[config.mk]
export PLATFORM = sky130hd
export DESIGN_NAME = if_icache_fetch
export DESIGN_NICKNAME = d
export VERILOG_FILES = /design/src/rtl/if_icache_fetch.sv
export SDC_FILE = /design/constraint.sdc
export NUM_CORES = 2
export LEC_CHECK = 0
export CAP_MARGIN = 20
export CORE_MARGIN = 2
export CORE_UTILIZATION = 35
export DETAILED_ROUTE_END_ITERATION = 10
export SYNTH_ARGS = -nofsm -noshare
export SYNTH_HDL_FRONTEND = slang
export SYNTH_SLANG_ARGS = --single-unit
[constraint.sdc]
create_clock -name clk -period 7.86 [get_ports clk]
set_input_delay 1.572 -clock clk [delete_from_list [all_inputs] [get_ports clk]]
set_output_delay 1.572 -clock clk [all_outputs]
set_load 0.05 [all_outputs]
[src/rtl/if_icache_fetch.sv]
// Instruction-fetch stage with a direct-mapped, one-word-per-line instruction
// cache. Hits stream one instruction per cycle to IF/ID; misses issue a
// single 32-bit read to the memory controller and refill the line.
module if_icache_fetch #(
  parameter logic [31:0] RESET_PC = 32'h0000_0000,
  parameter int unsigned IDX_BITS = 5
) (
  input  logic        clk,
  input  logic        rst,
  input  logic        stall_i,
  input  logic        branch_i,
  input  logic [31:0] branch_target_i,
  input  logic        mem_ready_i,
  input  logic [31:0] mem_data_i,
  output logic        mem_req_o,
  output logic [31:0] mem_addr_o,
  output logic [31:0] pc_o,
  output logic [31:0] inst_o,
  output logic        valid_o
);

  localparam int unsigned LINES    = 1 << IDX_BITS;
  localparam int unsigned TAG_BITS = 32 - IDX_BITS - 2;

  // S_WAIT: miss outstanding, result wanted.
  // S_DRAIN: miss outstanding, pc already redirected; the transfer cannot be
  // aborted, so it is completed and the line written, but nothing is issued.
  typedef enum logic [1:0] {
    S_FETCH,
    S_WAIT,
    S_DRAIN
  } state_t;

  state_t              state_q;
  logic [31:0]         pc_q;
  logic                mem_req_q;
  logic [31:0]         mem_addr_q;
  logic [31:0]         pc_out_q;
  logic [31:0]         inst_q;
  logic                valid_q;

  logic [LINES-1:0]    line_vld_q;
  logic [TAG_BITS-1:0] tag_mem_q  [LINES];
  logic [31:0]         data_mem_q [LINES];

  logic [IDX_BITS-1:0] pc_idx;
  logic [TAG_BITS-1:0] pc_tag;
  logic [IDX_BITS-1:0] fill_idx;
  logic [TAG_BITS-1:0] fill_tag;
  logic                hit;
  logic [31:0]         hit_data;
  logic                fill_en;
  logic [31:0]         branch_pc;

  assign pc_idx    = pc_q[IDX_BITS+1:2];
  assign pc_tag    = pc_q[31:IDX_BITS+2];
  assign fill_idx  = mem_addr_q[IDX_BITS+1:2];
  assign fill_tag  = mem_addr_q[31:IDX_BITS+2];
  assign hit       = line_vld_q[pc_idx] && (tag_mem_q[pc_idx] == pc_tag);
  assign hit_data  = data_mem_q[pc_idx];
  assign branch_pc = branch_target_i & 32'hFFFF_FFFC;

  // A refill lands only while a request is outstanding; a stray ready in
  // S_FETCH (e.g. left over from a request abandoned by reset) is dropped.
  assign fill_en = !rst && mem_ready_i && (state_q != S_FETCH);

  // Line valid bits: cleared by reset, set by each completed refill.
  always_ff @(posedge clk) begin
    if (rst) begin
      line_vld_q <= '0;
    end else if (fill_en) begin
      line_vld_q[fill_idx] <= 1'b1;
    end
  end

  // Line data and tag storage; no reset needed since the valid bits gate use.
  always_ff @(posedge clk) begin
    if (fill_en) begin
      data_mem_q[fill_idx] <= mem_data_i;
      tag_mem_q[fill_idx]  <= fill_tag;
    end
  end

  // Fetch controller: PC, miss handshake and registered IF/ID outputs.
  always_ff @(posedge clk) begin
    if (rst) begin
      state_q    <= S_FETCH;
      pc_q       <= RESET_PC;
      mem_req_q  <= 1'b0;
      mem_addr_q <= '0;
      pc_out_q   <= '0;
      inst_q     <= '0;
      valid_q    <= 1'b0;
    end else begin
      unique case (state_q)
        S_FETCH: begin
          if (branch_i) begin
            pc_q    <= branch_pc;
            valid_q <= 1'b0;
          end else if (stall_i) begin
            // hold pc and every output
          end else if (hit) begin
            pc_out_q <= pc_q;
            inst_q   <= hit_data;
            valid_q  <= 1'b1;
            pc_q     <= pc_q + 32'd4;
          end else begin
            mem_req_q  <= 1'b1;
            mem_addr_q <= pc_q;
            valid_q    <= 1'b0;
            state_q    <= S_WAIT;
          end
        end

        S_WAIT: begin
          if (branch_i) begin
            pc_q <= branch_pc;
          end
          // Refill completes even with a simultaneous redirect; only a
          // redirect without the data forces the drain path.
          if (mem_ready_i) begin
            mem_req_q <= 1'b0;
            state_q   <= S_FETCH;
          end else if (branch_i) begin
            state_q <= S_DRAIN;
          end
        end

        S_DRAIN: begin
          if (branch_i) begin
            pc_q <= branch_pc;
          end
          if (mem_ready_i) begin
            mem_req_q <= 1'b0;
            state_q   <= S_FETCH;
          end
        end

        default: begin
          state_q <= S_FETCH;
        end
      endcase
    end
  end

  assign mem_req_o  = mem_req_q;
  assign mem_addr_o = mem_addr_q;
  assign pc_o       = pc_out_q;
  assign inst_o     = inst_q;
  assign valid_o    = valid_q;

endmodule

# Word-level counts from Yosys, hierarchy flattened
# Memories as Yosys holds them, arrays and structs flattened. A register that Yosys moved wholly into a read port is not among the register bits.
# Cells that the tools add are included.
# Widths: inputs -> output; s select.
totals:
  ramBits: 1824
  out_inout_bits: 98
  ff_bits: 132
  input_bits: 69
  memories: 2
  elab_cells: 73
op_classes:
  addsub: 1
  reduce_logical: 15
  bitwise_logic: 4
  order_cmp: 3
  n_eq_ne: 13
  n_mux: 28
memory_table:
  columns: ["memory", "words", "width", "rd", "rd_ports_with_merged_regs", "wr", "line", "source"]
  rows:
  - ["data_mem_q", 32, 32, 1, 1, 1, "44", "logic [31:0] data_mem_q [LINES];"]
  - ["tag_mem_q", 32, 25, 1, 1, 1, "43", "logic [TAG_BITS-1:0] tag_mem_q [LINES];"]
ops:
  columns: ["operator", "n"]
  rows:
  - ["$mux 32", 4]
  - ["$pmux 32 s2", 1]
  - ["$add 32x3->32 const B", 1]
  - ["$or 32x32->32", 1]
  - ["$eq 25x25->1", 1]
  - ["$lt 5x6->1 const B", 2]
  - ["$mux 2", 6]
  - ["$reduce_and 4->1", 3]
  - ["$mux 1", 11]
  - ["$mux 5", 2]
  - ["$reduce_and 5->1", 2]
  - ["$ne 3x3->1 const B", 3]
  - ["$ne 2x2->1 const B", 4]
  - ["$ne 2x1->1 const B", 3]
  - ["$pmux 2 s3", 1]
  - ["$bmux 1 s5", 1]
  - ["$demux 1 s5", 1]
  - ["$ge 5x1->1 const B", 1]
  - ["$logic_and 1x1->1", 4]
  - ["$reduce_bool 2->1", 2]
  - ["$not 1->1", 3]
  - ["$eq 2x1->1 const B", 1]
  - ["$eq 2x2->1 const B", 1]
  - ["$logic_not 2->1", 1]
  - ["other kinds (4)", 4]

# Depth between registers and ports, before layout
logic_depth:
  word_depth: 9
  mapped_depth: 17
  mapped_depth_nobuf: 11

# Least setup slack after synthesis
# OpenSTA, ideal clock, no wires.
synth_path:
  path_kind: "input to register"
  startpoint: "in mem_ready_i"
  endpoint: "mem data_mem_q[13][0], enable pin"
  cell_stages: 5
  n_path_buf: 1
  slack_ns: 2.731
  arrival_ns: 4.655
  setup_time_ns: 0.474
  t_required_ns: 7.386
  path_cell_list: "inv_1 -> nor4b_1 -> nand2b_1 -> clkbuf_1 -> nor2_1"
synth_between:
  elab_chain_len: 4
synth_rtl:
  columns: ["element", "line", "source"]
  rows:
  - ["from (decl)", "13", "input logic mem_ready_i,"]
  - ["$logic_and 1x1->1 (2 in series)", "65", "assign fill_en = !rst && mem_ready_i && (state_q != S_FETCH);"]
  - ["$mux 1", "78", "if (fill_en) begin"]
  - ["$mux 1 (implied by the code)", "79", "data_mem_q[fill_idx] <= mem_data_i;"]
  - ["to (decl)", "44", null]
# No other way between the ends.

==> reports/metrics.cfg <==
[run_status]
outcome=complete, no violations

[cts]
cts_sinks=1987
clock_path_buffers=3
cts_tree=yes
clock_latency_ns=0.86
root_buffer=clkbuf_16
htreeDepth=4
cts_buffers=198
clk_pin_slew_ns=0.06
cts_resized=0
post-cts-setup-buffer-count=0
cts-hold-fix-buffers=0

[die]
die_h_um=473
initial_utilization_pct=35.1
row_count=172
core-area_sq_um=219000
ioPinCount=167
die_x_um=473
dieArea_sq_um=223000

[logic_synthesis]
avgSynthCellArea_sq_um=20.3
yosys_warnings=0
synth-seq-cells=1987
synth-seq-area-share_pct=75.5
synth-async-reset-ratio_pct=0
netlist_instances=3788
yosysUniqueCellTypes=69
synth_ff_type=edfxtp_1
synth_area_sq_um=76900
synth-edff-count=1824

[timing]
finalCriticalPeriod_ns=5.75
grt_setup_unrepaired=false
tns_ns=0
setup_viol_count_final=0
hold_violations=0
finalCritPeriodShare_pct=73.2
fmax_ghz=0.174
tightest_slew_ns=1.20
fin_skew_ns=0.0448
max_slew_margin_pct=19.6
slew_viol_final=0

[routing]
vias=38893
drt-total-wl_mm=210
first_iter_violations=4640
via_per_inst=5.48
ant_nets=0
wire_per_inst_um=29.5
first_pass_iters=5
drc=0

[placed_design]
place_hpwl_mm=116
io_buffers=160
gp_congestion=0.815
place_area_sq_um=82500

[worst_setup_path]
cp_max_fo=40
start_kind=flop
path_cells=buf_4 > mux4_2 > o22ai_1 > nor4_1 > buf_2 > xor2_1 > nor4_1 > nand4_1 > o21ai_4 > buf_4 > mux2i_1 > nor2_1
cp_slowest_stage_delay_ns=0.92
r2r_cells=12
slowest_stage=dfxtp_4
cp-end-kind=flop
criticalPathCategory=flop to flop
required_ns=8.54
worstPathArrival_ns=6.43

[worst_hold_path]
holdPathStages=2
min_path_type=flop to flop

[grt]
antenna_found_initial=12
grt-ovfl-total=0
grt_pass1_vias=39160
grt_max_degree=73
grt_pass1_wl_mm=296
grtUsageTotal_pct=18.5

[power_and_ir_drop]
vdd_drop_max_mv=0.181
p_switching_mw=4.90
swShare_pct=21.9
p_total_mw=22.4
share_comb_of_total_power_pct=6.1
pwr-share-clk_pct=42.2
total_leakage_power_nw=27.8
seq_power_share_pct=51.8
internal_power_mw=17.5
powerDensity_nw_per_um2=251

[cells_and_area]
layout.nets=4132
layout_common_cells=edfxtp_1 (1,824), mux4_2 (447), mux2i_1 (267), nor2_1 (210), clkbuf_16 (203)
final_common_cell=edfxtp_1
drive_above_1_share_pct=23.3
fillers=19278
area_growth_pct=16.2
fin_area_sq_um=89400

[flow_run]
cap_violations=0

[power groups by stage]
stage          sequential, mW  combinational [mW]  clock, mW
5_1_grt                  11.6                1.45       10.0
3_3_place_gp             11.8                1.35          0
4_1_cts                  11.6                1.36       9.60
2_1_floorplan            11.8               0.941          0
6_report                 11.6                1.36       9.44
3_5_place_dp             11.8                1.36          0
[registers in the layout (all words and copies together), names as in the netlist, named ones only]
| signal | cells |
|---|---|
| line_vld_q | 32 |
| data_mem_q | 1024 |
| tag_mem_q | 800 |
| pc_q | 30 |
| mem_addr_o | 30 |
| pc_o | 30 |
| mem_req_o | 1 |
| inst_o | 32 |
| valid_o | 1 |
| state_q | 2 |
[Yosys cell counts, drive strengths merged, types with 4 or more instances]
cell	instances	area, sq um
a211oi	18	135
a21oi	49	245
a22oi	76	571
a311oi	4	35.0
a31oi	8	50.1
a32oi	5	43.8
and2	8	50.1
and3	9	56.3
buf	100	644
clkbuf	134	503
dfxtp	163	3260
edfxtp	1824	54800
ha	4	50.1
inv	13	48.8
mux2	48	541
mux2i	267	2670
mux4	447	10100
nand2	64	240
nand2b	8	50.1
nand3	53	265
nand3b	10	75.1
nand4	16	106
nor2	243	920
nor2b	17	106
nor3	15	75.1
nor4	17	113
o211ai	10	75.1
o21ai	29	145
o221ai	4	35.0
o22ai	29	181
o31ai	17	128
or2	8	50.1
or3	9	56.3
xnor2	12	105
xor2	10	87.6
[critical path: cells and delay by family (launching register included)]
family	cells	cell delay, ns
simple gates	4	1.34
mux	2	0.79
xor+xnor	1	0.15
compound gates	2	1.19
buf+inv	3	1.15
flops	1	0.92
[path summary, 6_finish.rpt]
kind / from / endpoint / slack [ns]
setup / recovery: flop / mem_addr_o[10] / 2.11
hold / removal: line_vld_q[20] / line_vld_q[20] / 0.47
setup reg to reg: flop / mem_addr_o[10] / 2.11
hold reg to reg: line_vld_q[20] / line_vld_q[20] / 0.47
[per-stage QoR]
stage	hold slack [ns]	utilization (%)	worst slack (ns)	instances
after floorplan	0.435	-	2.73	3791
after global placement	0.446	37.6	1.64	6713
after detailed placement	0.455	37.7	2.07	6718
after CTS	0.469	40.7	2.06	7087
after global routing	0.489	40.8	1.96	7100
final	0.468	40.8	2.11	7101
[cell type report]
| class | count | area [sq um] | share of cell area, % |
|---|---|---|---|
| clock buffer | 267 | 5370 | 6.00 |
| multi-input combinational | 1556 | 17900 | 20.1 |
| timing repair buffer | 302 | 3190 | 3.57 |
| inverter | 14 | 52.6 | 0.0588 |
| antenna | 2 | 5.00 | 0.00560 |
| clock inverter | 102 | 1150 | 1.29 |
| tap | 2871 | 3590 | 4.02 |
| sequential | 1987 | 58100 | 65.0 |
[metal layers]
metal	vias up	global-route usage [%]	wire length, um
met2	1499	30.9	104000
met1	20935	24.9	85700
li1	16133	-	-
met3	318	2.80	13500
met5	-	0	46
met4	8	6.01	6540
[logic make-up after synthesis]
group	synth area share, %
other	0.00488
adder cells (fa/ha/maj)	0.0651
AO/OA/AOI/OAI	2.45
XOR/XNOR	0.251
AND/OR/NAND/NOR	2.94
multiplexers	17.3
flip-flops	75.5
buffers and inverters	1.56
No activity file was read; power rests on OpenSTA's default activity.
